## config.mk

```make
export PLATFORM = sky130hd
export DESIGN_NAME = sle_readback
export DESIGN_NICKNAME = d
export VERILOG_FILES = /design/src/rtl/sle_rdbk_pkg.sv /design/src/rtl/sle_rdbk_shifter.sv /design/src/rtl/sle_readback.sv
export SDC_FILE = /design/constraint.sdc
export NUM_CORES = 1
export LEC_CHECK = 0
export BUFFER_PORTS_ARGS = -buffer_cell sky130_fd_sc_hd__buf_2
export CORE_ASPECT_RATIO = 0.7
export CORE_MARGIN = 1
export CORE_UTILIZATION = 50
export DETAILED_ROUTE_END_ITERATION = 12
export HOLD_SLACK_MARGIN = 0.1
export PLACE_DENSITY = 0.74
export SYNTH_ARGS = -nofsm -noshare
export SYNTH_HDL_FRONTEND = slang
export SYNTH_HIERARCHICAL = 1
export SYNTH_SLANG_ARGS = --single-unit
```

## constraint.sdc

```tcl
create_clock -name clk -period 2 [get_ports clk]
set_clock_uncertainty 0.1 [all_clocks]
set_input_delay 0.4 -clock clk [delete_from_list [all_inputs] [get_ports clk]]
set_output_delay 0.4 -clock clk [all_outputs]
set_load 0.01 [all_outputs]
```

## src/rtl/sle_rdbk_pkg.sv

```systemverilog
// -----------------------------------------------------------------------------
// sle_rdbk_pkg
//
// Shared definitions for the SLE readback engine.
//   sle_rdbk_state_t     - FSM state encoding. PAR exists in the encoding in
//                          every build. It is only reachable when the parity
//                          option is compiled in.
//   sle_rdbk_frame_len() - number of serial bits in one frame for a given
//                          bank width. This is the data bits plus one parity
//                          bit when the option is enabled.
//
// Configuration macro: SLE_RDBK_PARITY_EN. When defined, each frame carries a
// trailing even-parity bit.
// -----------------------------------------------------------------------------
package sle_rdbk_pkg;

    typedef enum logic [2:0] {
        IDLE    = 3'd0,
        FREEZE  = 3'd1,
        CAPTURE = 3'd2,
        SHIFT   = 3'd3,
        PAR     = 3'd4,
        DONE    = 3'd5
    } sle_rdbk_state_t;

    function automatic int sle_rdbk_frame_len(input int width);
`ifdef SLE_RDBK_PARITY_EN
        return width + 1;
`else
        return width;
`endif
    endfunction

endpackage

```

## src/rtl/sle_rdbk_shifter.sv

```systemverilog
// -----------------------------------------------------------------------------
// sle_rdbk_shifter
//
// Shadow register and bit counter for the SLE readback engine.
// A load copies the bank snapshot into the shadow register and clears the
// counter. Each shift moves the shadow right by one bit, fills the top with
// zero, and increments the counter. The current serial bit is always
// shadow[0].
//
// Ports:
//   clk      in   clock, rising edge
//   rst      in   synchronous active-high reset; clears shadow and counter
//   load     in   capture q_in into the shadow and clear the counter
//   shift    in   advance one bit (ignored while load is high)
//   q_in     in   WIDTH-bit parallel snapshot source
//   bit_out  out  current serial bit (shadow[0])
//   is_last  out  counter points at the final data bit (WIDTH-1)
//   parity   out  even parity of the captured word
//                 (only present when SLE_RDBK_PARITY_EN is defined)
//
// Configuration macro: SLE_RDBK_PARITY_EN adds the parity register and port.
// -----------------------------------------------------------------------------
module sle_rdbk_shifter #(
    parameter int WIDTH = 16,
    parameter int CNT_W = $clog2(WIDTH + 1)
) (
    input  logic             clk,
    input  logic             rst,
    input  logic             load,
    input  logic             shift,
    input  logic [WIDTH-1:0] q_in,
    output logic             bit_out,
`ifdef SLE_RDBK_PARITY_EN
    output logic             parity,
`endif
    output logic             is_last
);

    localparam logic [CNT_W-1:0] LAST_CNT = CNT_W'(WIDTH - 1);

    logic [WIDTH-1:0] shadow;
    logic [CNT_W-1:0] cnt;

    always_ff @(posedge clk) begin
        if (rst) begin
            shadow <= '0;
            cnt    <= '0;
        end else if (load) begin
            shadow <= q_in;
            cnt    <= '0;
        end else if (shift) begin
            shadow <= {1'b0, shadow[WIDTH-1:1]};
            cnt    <= cnt + CNT_W'(1);
        end
    end

`ifdef SLE_RDBK_PARITY_EN
    // The shadow is consumed while shifting. Parity is therefore taken from
    // q_in at load time and held for the trailing bit.
    logic par_bit;

    always_ff @(posedge clk) begin
        if (rst) begin
            par_bit <= 1'b0;
        end else if (load) begin
            par_bit <= ^q_in;
        end
    end

    assign parity = par_bit;
`endif

    assign bit_out = shadow[0];
    assign is_last = (cnt == LAST_CNT);

endmodule

```

## src/rtl/sle_readback.sv

```systemverilog
// -----------------------------------------------------------------------------
// sle_readback
//
// Serial readback engine for a bank of SLE storage elements.
// On a request, the engine:
//   1. freezes the bank for one cycle;
//   2. snapshots Q into a shadow register while still frozen;
//   3. releases the bank;
//   4. streams the snapshot LSB-first over a valid/ready serial link.
//
// Ports:
//   clk       in   clock, rising edge
//   rst       in   synchronous active-high reset; aborts any frame
//   cap_req   in   readback request, honoured only in IDLE
//   q_in      in   WIDTH-bit Q outputs of the SLE bank
//   freeze    out  high in FREEZE and CAPTURE (bank En forced low)
//   busy      out  high in every state except IDLE
//   sd_out    out  serial data bit
//   sd_valid  out  sd_out carries a bit
//   sd_ready  in   sink ready
//   sd_last   out  final bit of the frame
//   done      out  one-cycle pulse after the last bit is accepted
//
// Handshake: a bit transfers on a rising edge where sd_valid and sd_ready are
// both high. Once sd_valid is raised, sd_valid, sd_out and sd_last hold
// stable until that transfer occurs. The sink may drive sd_ready freely.
//
// The FSM state is held in the signal `state` (type sle_rdbk_state_t) for
// hierarchical observation.
//
// Configuration macro: SLE_RDBK_PARITY_EN appends an even-parity bit (PAR
// state). sd_last then marks the parity bit instead of data bit WIDTH-1.
// -----------------------------------------------------------------------------
module sle_readback
    import sle_rdbk_pkg::*;
#(
    parameter int WIDTH = 16,
    parameter int CNT_W = $clog2(WIDTH + 1)
) (
    input  logic             clk,
    input  logic             rst,
    input  logic             cap_req,
    input  logic [WIDTH-1:0] q_in,
    output logic             freeze,
    output logic             busy,
    output logic             sd_out,
    output logic             sd_valid,
    input  logic             sd_ready,
    output logic             sd_last,
    output logic             done
);

    sle_rdbk_state_t state;
    sle_rdbk_state_t state_nxt;

    logic load;
    logic shift;
    logic bit_out;
    logic is_last;
`ifdef SLE_RDBK_PARITY_EN
    logic parity;
`endif

    // -------------------------------------------------------------------------
    // Shadow register and bit counter
    // -------------------------------------------------------------------------
    sle_rdbk_shifter #(
        .WIDTH (WIDTH),
        .CNT_W (CNT_W)
    ) u_shifter (
        .clk     (clk),
        .rst     (rst),
        .load    (load),
        .shift   (shift),
        .q_in    (q_in),
        .bit_out (bit_out),
`ifdef SLE_RDBK_PARITY_EN
        .parity  (parity),
`endif
        .is_last (is_last)
    );

    // The snapshot is taken on the edge that leaves CAPTURE. The bank has
    // been frozen for the whole preceding cycle, so q_in is settled.
    assign load  = (state == CAPTURE);
    assign shift = (state == SHIFT) && sd_ready;

    // -------------------------------------------------------------------------
    // State register
    // -------------------------------------------------------------------------
    always_ff @(posedge clk) begin
        if (rst) begin
            state <= IDLE;
        end else begin
            state <= state_nxt;
        end
    end

    // -------------------------------------------------------------------------
    // Next-state logic. cap_req is looked at only in IDLE, so a request held
    // through a frame (including its DONE cycle) cannot start a second one.
    // -------------------------------------------------------------------------
    always_comb begin
        state_nxt = state;
        case (state)
            IDLE: begin
                if (cap_req) begin
                    state_nxt = FREEZE;
                end
            end
            FREEZE: begin
                state_nxt = CAPTURE;
            end
            CAPTURE: begin
                state_nxt = SHIFT;
            end
            SHIFT: begin
                if (sd_ready && is_last) begin
`ifdef SLE_RDBK_PARITY_EN
                    state_nxt = PAR;
`else
                    state_nxt = DONE;
`endif
                end
            end
            PAR: begin
                if (sd_ready) begin
                    state_nxt = DONE;
                end
            end
            DONE: begin
                state_nxt = IDLE;
            end
            default: begin
                state_nxt = IDLE;
            end
        endcase
    end

    // -------------------------------------------------------------------------
    // Outputs are decoded from the registered state and shadow only. Reset
    // therefore zeroes them on the same edge, and they cannot change while
    // the sink stalls: neither state nor shadow moves without a handshake.
    // -------------------------------------------------------------------------
    always_comb begin
        freeze   = 1'b0;
        busy     = 1'b1;
        sd_out   = 1'b0;
        sd_valid = 1'b0;
        sd_last  = 1'b0;
        done     = 1'b0;
        case (state)
            IDLE: begin
                busy = 1'b0;
            end
            FREEZE, CAPTURE: begin
                freeze = 1'b1;
            end
            SHIFT: begin
                sd_valid = 1'b1;
                sd_out   = bit_out;
`ifndef SLE_RDBK_PARITY_EN
                sd_last  = is_last;
`endif
            end
`ifdef SLE_RDBK_PARITY_EN
            PAR: begin
                sd_valid = 1'b1;
                sd_out   = parity;
                sd_last  = 1'b1;
            end
`endif
            DONE: begin
                done = 1'b1;
            end
            default: begin
                busy = 1'b0;
            end
        endcase
    end

endmodule

```

Word level (Yosys, flattened, before mapping):

Index checks and enable logic that the tools add are counted.

* add/subtract/negate cells: 1
* multiply operators: 0
* div/mod/pow operators: 0
* $lt $le $gt $ge: 0
* equal/unequal tests: 9
* shift operators: 0
* mux-type cells: 12
* bitwise operators: 0
* reductions and logical operators: 8

Operator list (number)
* $mux 16: 2
* $pmux 3 s5: 1
* $mux 3: 3
* $eq 3x2->1 const B: 2
* $eq 3x3->1 const B: 2
* $mux 1: 6
* $add 5x1->5 const B: 1
* $eq 5x4->1 const B: 1
* $ne 2x2->1 const B: 2
* $reduce_or 2->1: 2
* $reduce_or 4->1: 1
* $eq 3x1->1 const B: 1
* $logic_not 3->1: 1
* $reduce_and 3->1: 1
* $logic_and 1x1->1: 2
* $ne 2x1->1 const B: 1
* $reduce_bool 2->1: 1

* flip-flop bits (word level): 24
* bits in latches: 0
* bits in writable memories: 0
* bits in read-only memories: 0
* input bits: 20
* output and inout port bits: 6
* logic and storage cells: 33
* memories: 0

Depth between registers and ports, before layout:

* depth after elaboration: 4
* depth in mapped cells: 7
* mapped depth without buffers: 6

Cells and area by module:

The synthesis kept the hierarchy.

Modules (own cells, without submodules)
* sle_rdbk_shifter: times used 1, cells each 96, area an instance 1014.7 um2, sequential area each 420.4 um2
* sle_readback: times used 1, cells each 24, area an instance 192.7 um2, sequential area each 60.1 um2

Worst setup path before layout:

Ideal clock, no wire load.

* path kind: flip-flop to flip-flop
* from: reg state[1]
* to: reg u_shifter.shadow[15]
* setup time: 0.070 ns
* arrival time: 1.423 ns
* slack: 0.407 ns
* cell stages (with the launch flop): 7
* cells stage by stage: dfxtp_1 buf_2 and3b_4 and2_2 buf_6 or3b_1 a21oi_1

* cells in the longest elaborated chain, start to end: 3
* elaborated cells on any way between the ends: 5

Ends and longest elaborated chain
* start: declaration: RTL line sle_readback.sv:53 `sle_rdbk_state_t state;`
* start signal: assignment: RTL line sle_readback.sv:95 `state <= state_nxt;`
* $eq 3x2->1: RTL line sle_readback.sv:86 `assign shift = (state == SHIFT) && sd_ready;`
* $logic_and 1x1->1: RTL line sle_readback.sv:86
* net shift: RTL line sle_readback.sv:57 `logic shift;`
* $reduce_bool 2->1 (no source line)
* end signal: assignment: RTL line sle_rdbk_shifter.sv:49 `shadow <= q_in;`
* end signal: assignment: RTL line sle_rdbk_shifter.sv:52 `shadow <= {1'b0, shadow[WIDTH-1:1]};`
* end: declaration: RTL line sle_rdbk_shifter.sv:41 `logic [WIDTH-1:0] shadow;`

The timed path passes the listed nets, and every way through them passes these cells.
A chain may end at the register's enable or synchronous reset.

Final worst setup path:

* from: reg u_shifter.cnt[1]
* to: out sd_last

* cells in the longest elaborated chain, start to end: 2

Ends and longest elaborated chain
* start: declaration: RTL line sle_rdbk_shifter.sv:42 `logic [CNT_W-1:0] cnt;`
* start signal: assignment: RTL line sle_rdbk_shifter.sv:53 `cnt <= cnt + CNT_W'(1);`
* $eq 5x4->1: RTL line sle_rdbk_shifter.sv:74 `assign is_last = (cnt == LAST_CNT);`
* net is_last: RTL line sle_readback.sv:59 `logic is_last;`
* $mux 1: RTL line sle_readback.sv:152 `case (state)`
* end: declaration: RTL line sle_readback.sv:49 `output logic sd_last,`

The timed path passes the listed nets, and every way through them passes these cells.

==> metrics.json <==
{
  "timing.critical_path.required_ps": 1500,
  "final-setup-viol-count": 0,
  "synth.cell_area_um2": 1210,
  "cts_max_level": 1,
  "clk_path_buf_depth": 2,
  "clock_tree_from_tritoncts": "yes",
  "design.portCount": 26,
  "reported_net_switching_power_uw": 232,
  "avgSynthCellArea_um2": 10.1,
  "start_util_pct": 54.7,
  "synth-warning-count": 6,
  "globalRouteOverflowTotal": 0,
  "antenna_violations_before_repair": 0,
  "final.setup.tns_ps": 0,
  "p_leak_uw": 0.000524,
  "synth.cells.most_frequent": "24 x dfxtp_1, 16 x mux2i_1, 15 x a211oi_1, 15 x nor2b_1, 6 x nor2_1",
  "min_period_over_period_pct": 95.7,
  "yosysTopAreaCell": "dfxtp_1",
  "gp_congestion": 0.739,
  "worst_setup_path_end_kind": "output pin",
  "grt_use_total_pct": 20.1,
  "postRouteWirelength_um": 2210,
  "yosys.area.top_type_share_pct": 39.8,
  "route.detailed.vias_per_inst": 5.30,
  "grt_pass1_wl_um": 3900,
  "outcome": "finished clean",
  "drt-wirelength-per-cell_um": 12.3,
  "n_antenna_cell": 0,
  "comb_power_share_pct": 15.7,
  "synth.yosys.seq_area_share_pct": 39.8,
  "number_of_buffers_inserted_during_clock_tree_synthesis": 3,
  "timing.max_slew.rel_slack_pct": 70.6,
  "numClockSinks": 24,
  "hold_class": "primary input to flip-flop",
  "synth_top_cells_by_area": "dfxtp_1 40%, mux2i_1 13%, a211oi_1 9.3%",
  "power.sequential.fraction_pct": 57.0,
  "design.die.area_um2": 2620,
  "die_x_um": 60.7,
  "synthArstFlopShare_pct": 0,
  "synth.ff_latch_count": 24,
  "antenna_violating_nets_remaining": 0,
  "fmaxAchievable_ghz": 0.523,
  "slew_violations": 0,
  "finalHoldViolCount": 0,
  "switching_share_pct": 25.1,
  "cp_data_arrival_time_ps": 1410,
  "power.ir.vdd_worst_uv": 334,
  "synth_enable_flop_cells": 0,
  "grt_setup_unrepaired": "no",
  "postSynthNetCount": 142,
  "initialDrtViolationCount": 53,
  "place.port_buffers": 25,
  "path_clk_slew_ps": 120,
  "worst_slack_ps": 86.4,
  "post_route_cells_drive_above_1_share_pct": 32.7,
  "drv_cap": 0,
  "finalNetCount": 170,
  "power_density_nw_per_um2": 646,
  "num_vias": 949,
  "vias_in_the_first_global_route": 906,
  "synthesis.instances": 120,
  "fp.coreArea_um2": 2210,
  "internal-power_uw": 692,
  "area_growth_from_synthesis_to_final_layout_pct": 18.5,
  "crit_fanout": 3,
  "die_height_um": 43.1,
  "grt_start_max_net_pins": 24,
  "detailed_place_hpwl_um": 1580,
  "root_buffer": "clkbuf_4",
  "synth_ff_type": "dfxtp_1",
  "firstDrtPassIters": 4,
  "post-route-min-period_ps": 1910,
  "type_of_element_launching_the_critical_path": "flip-flop",
  "worstSetupPathType": "flip-flop to output pin",
  "std_cell_rows": 14,
  "place_ws_ps": 221,
  "synthDistinctLibCells": 31,
  "clkPwrFrac_pct": 27.3,
  "post-route-drc-count": 0,
  "worstMarginPinSlew_ps": 441,
  "clock_insertion_delay_at_the_later_pin_of_the_skew_report_ps": 310,
  "yosys.cell_count.top_type": "dfxtp_1"
}
-- logic make-up (layout without fill, tap and decap cells) --
family	Yosys count	in the layout	share of synthesized area (%)
muxes	17	17	14.2
adders and majority gates	2	2	2.07
AOI/OAI and AO/OA	24	24	14.4
and+or+nand+nor	39	39	20.1
buffers and inverters	12	39	7.98
DFF	24	24	39.8
xor gates and xnor gates	2	2	1.45
-- final timing paths --
path                                        from              endpoint  cells after the start  slack [ps]
worst max register to register          state[2]   u_shifter/shadow[9]                      5         200
worst max-delay path            u_shifter/cnt[1]               sd_last                      5          90
worst min-delay path                    q_in[15]  u_shifter/shadow[15]                      3         230
worst min register to register          state[2]              state[1]                      1         450
-- area by class of cell --
cell class                 count  area (um^2)
inverter                       3         11.3
fill                         193          776
timing repair buffer          32          196
tap                           32         40.0
multi-input combinational     84          662
sequential                    24          485
clock buffer                   4         36.3
-- placed cells by master (no fill, tap or decap), types with 2 or more instances in the layout --
cell / instances
mux2i_1: 16
a21oi_1: 3
nor3_1: 2
dfxtp_1: 22
nor2b_1: 15
nand4_1: 2
xnor2_1: 2
buf_2: 24
inv_1: 3
nor3b_1: 3
a211oi_1: 15
and2_2: 2
nor2_1: 6
nand3b_1: 2
buf_4: 6
clkbuf_4: 3
o21ai_0: 2
ha_4: 2
-- sequential cells by signal, summed over array words and instances, names as in the netlist --
name	cells
u_shifter/shadow	16
u_shifter/cnt	5
state	3
-- metal layers --
layer	global-route usage (%)	up-vias	part of all wire, %	wire length [um]
met5	0	-	0	0
met4	3.18	0	0	0
met3	7.32	0	6.0	132
met2	32.3	25	45	987
met1	26.0	442	49	1090
li1	-	482	-	-
-- worst max-delay path, cell delays in order, from the launching register on --
cell and delay [ps]:
dfxtp_4 380, ha_4 150, and3_4 180, ha_4 150, and2_4 130, buf_6 110
-- repair_timing --
| item | in CTS | in global routing |
|---|---|---|
| buffers inserted | 2 | 1 |
| gates resized for setup | 4 | 6 |
| endpoints found under the setup margin | 1 | 1 |
| pin swaps | 1 | 1 |
| hold buffers | 0 | 0 |
-- metrics by stage --
step	instances	area, um^2	hold WS, ps	utilization [%]	total power [uW]
after detailed placement	172	1330	419	60.3	683
after CTS	178	1390	228	63.1	934
after global routing	179	1430	225	64.9	976
after global placement	172	1330	411	60.3	678
final	179	1430	232	64.9	924
after floorplan	120	1210	372	-	637
-- power groups by stage --
stage | clock, uW | combinational (uW) | sequential (uW)
after detailed placement | 0 | 145 | 538
after floorplan | 0 | 103 | 534
after global routing | 281 | 164 | 531
after global placement | 0 | 140 | 538
final | 252 | 145 | 527
after CTS | 260 | 146 | 528
Note: power is estimated with default switching activity, not from simulation.
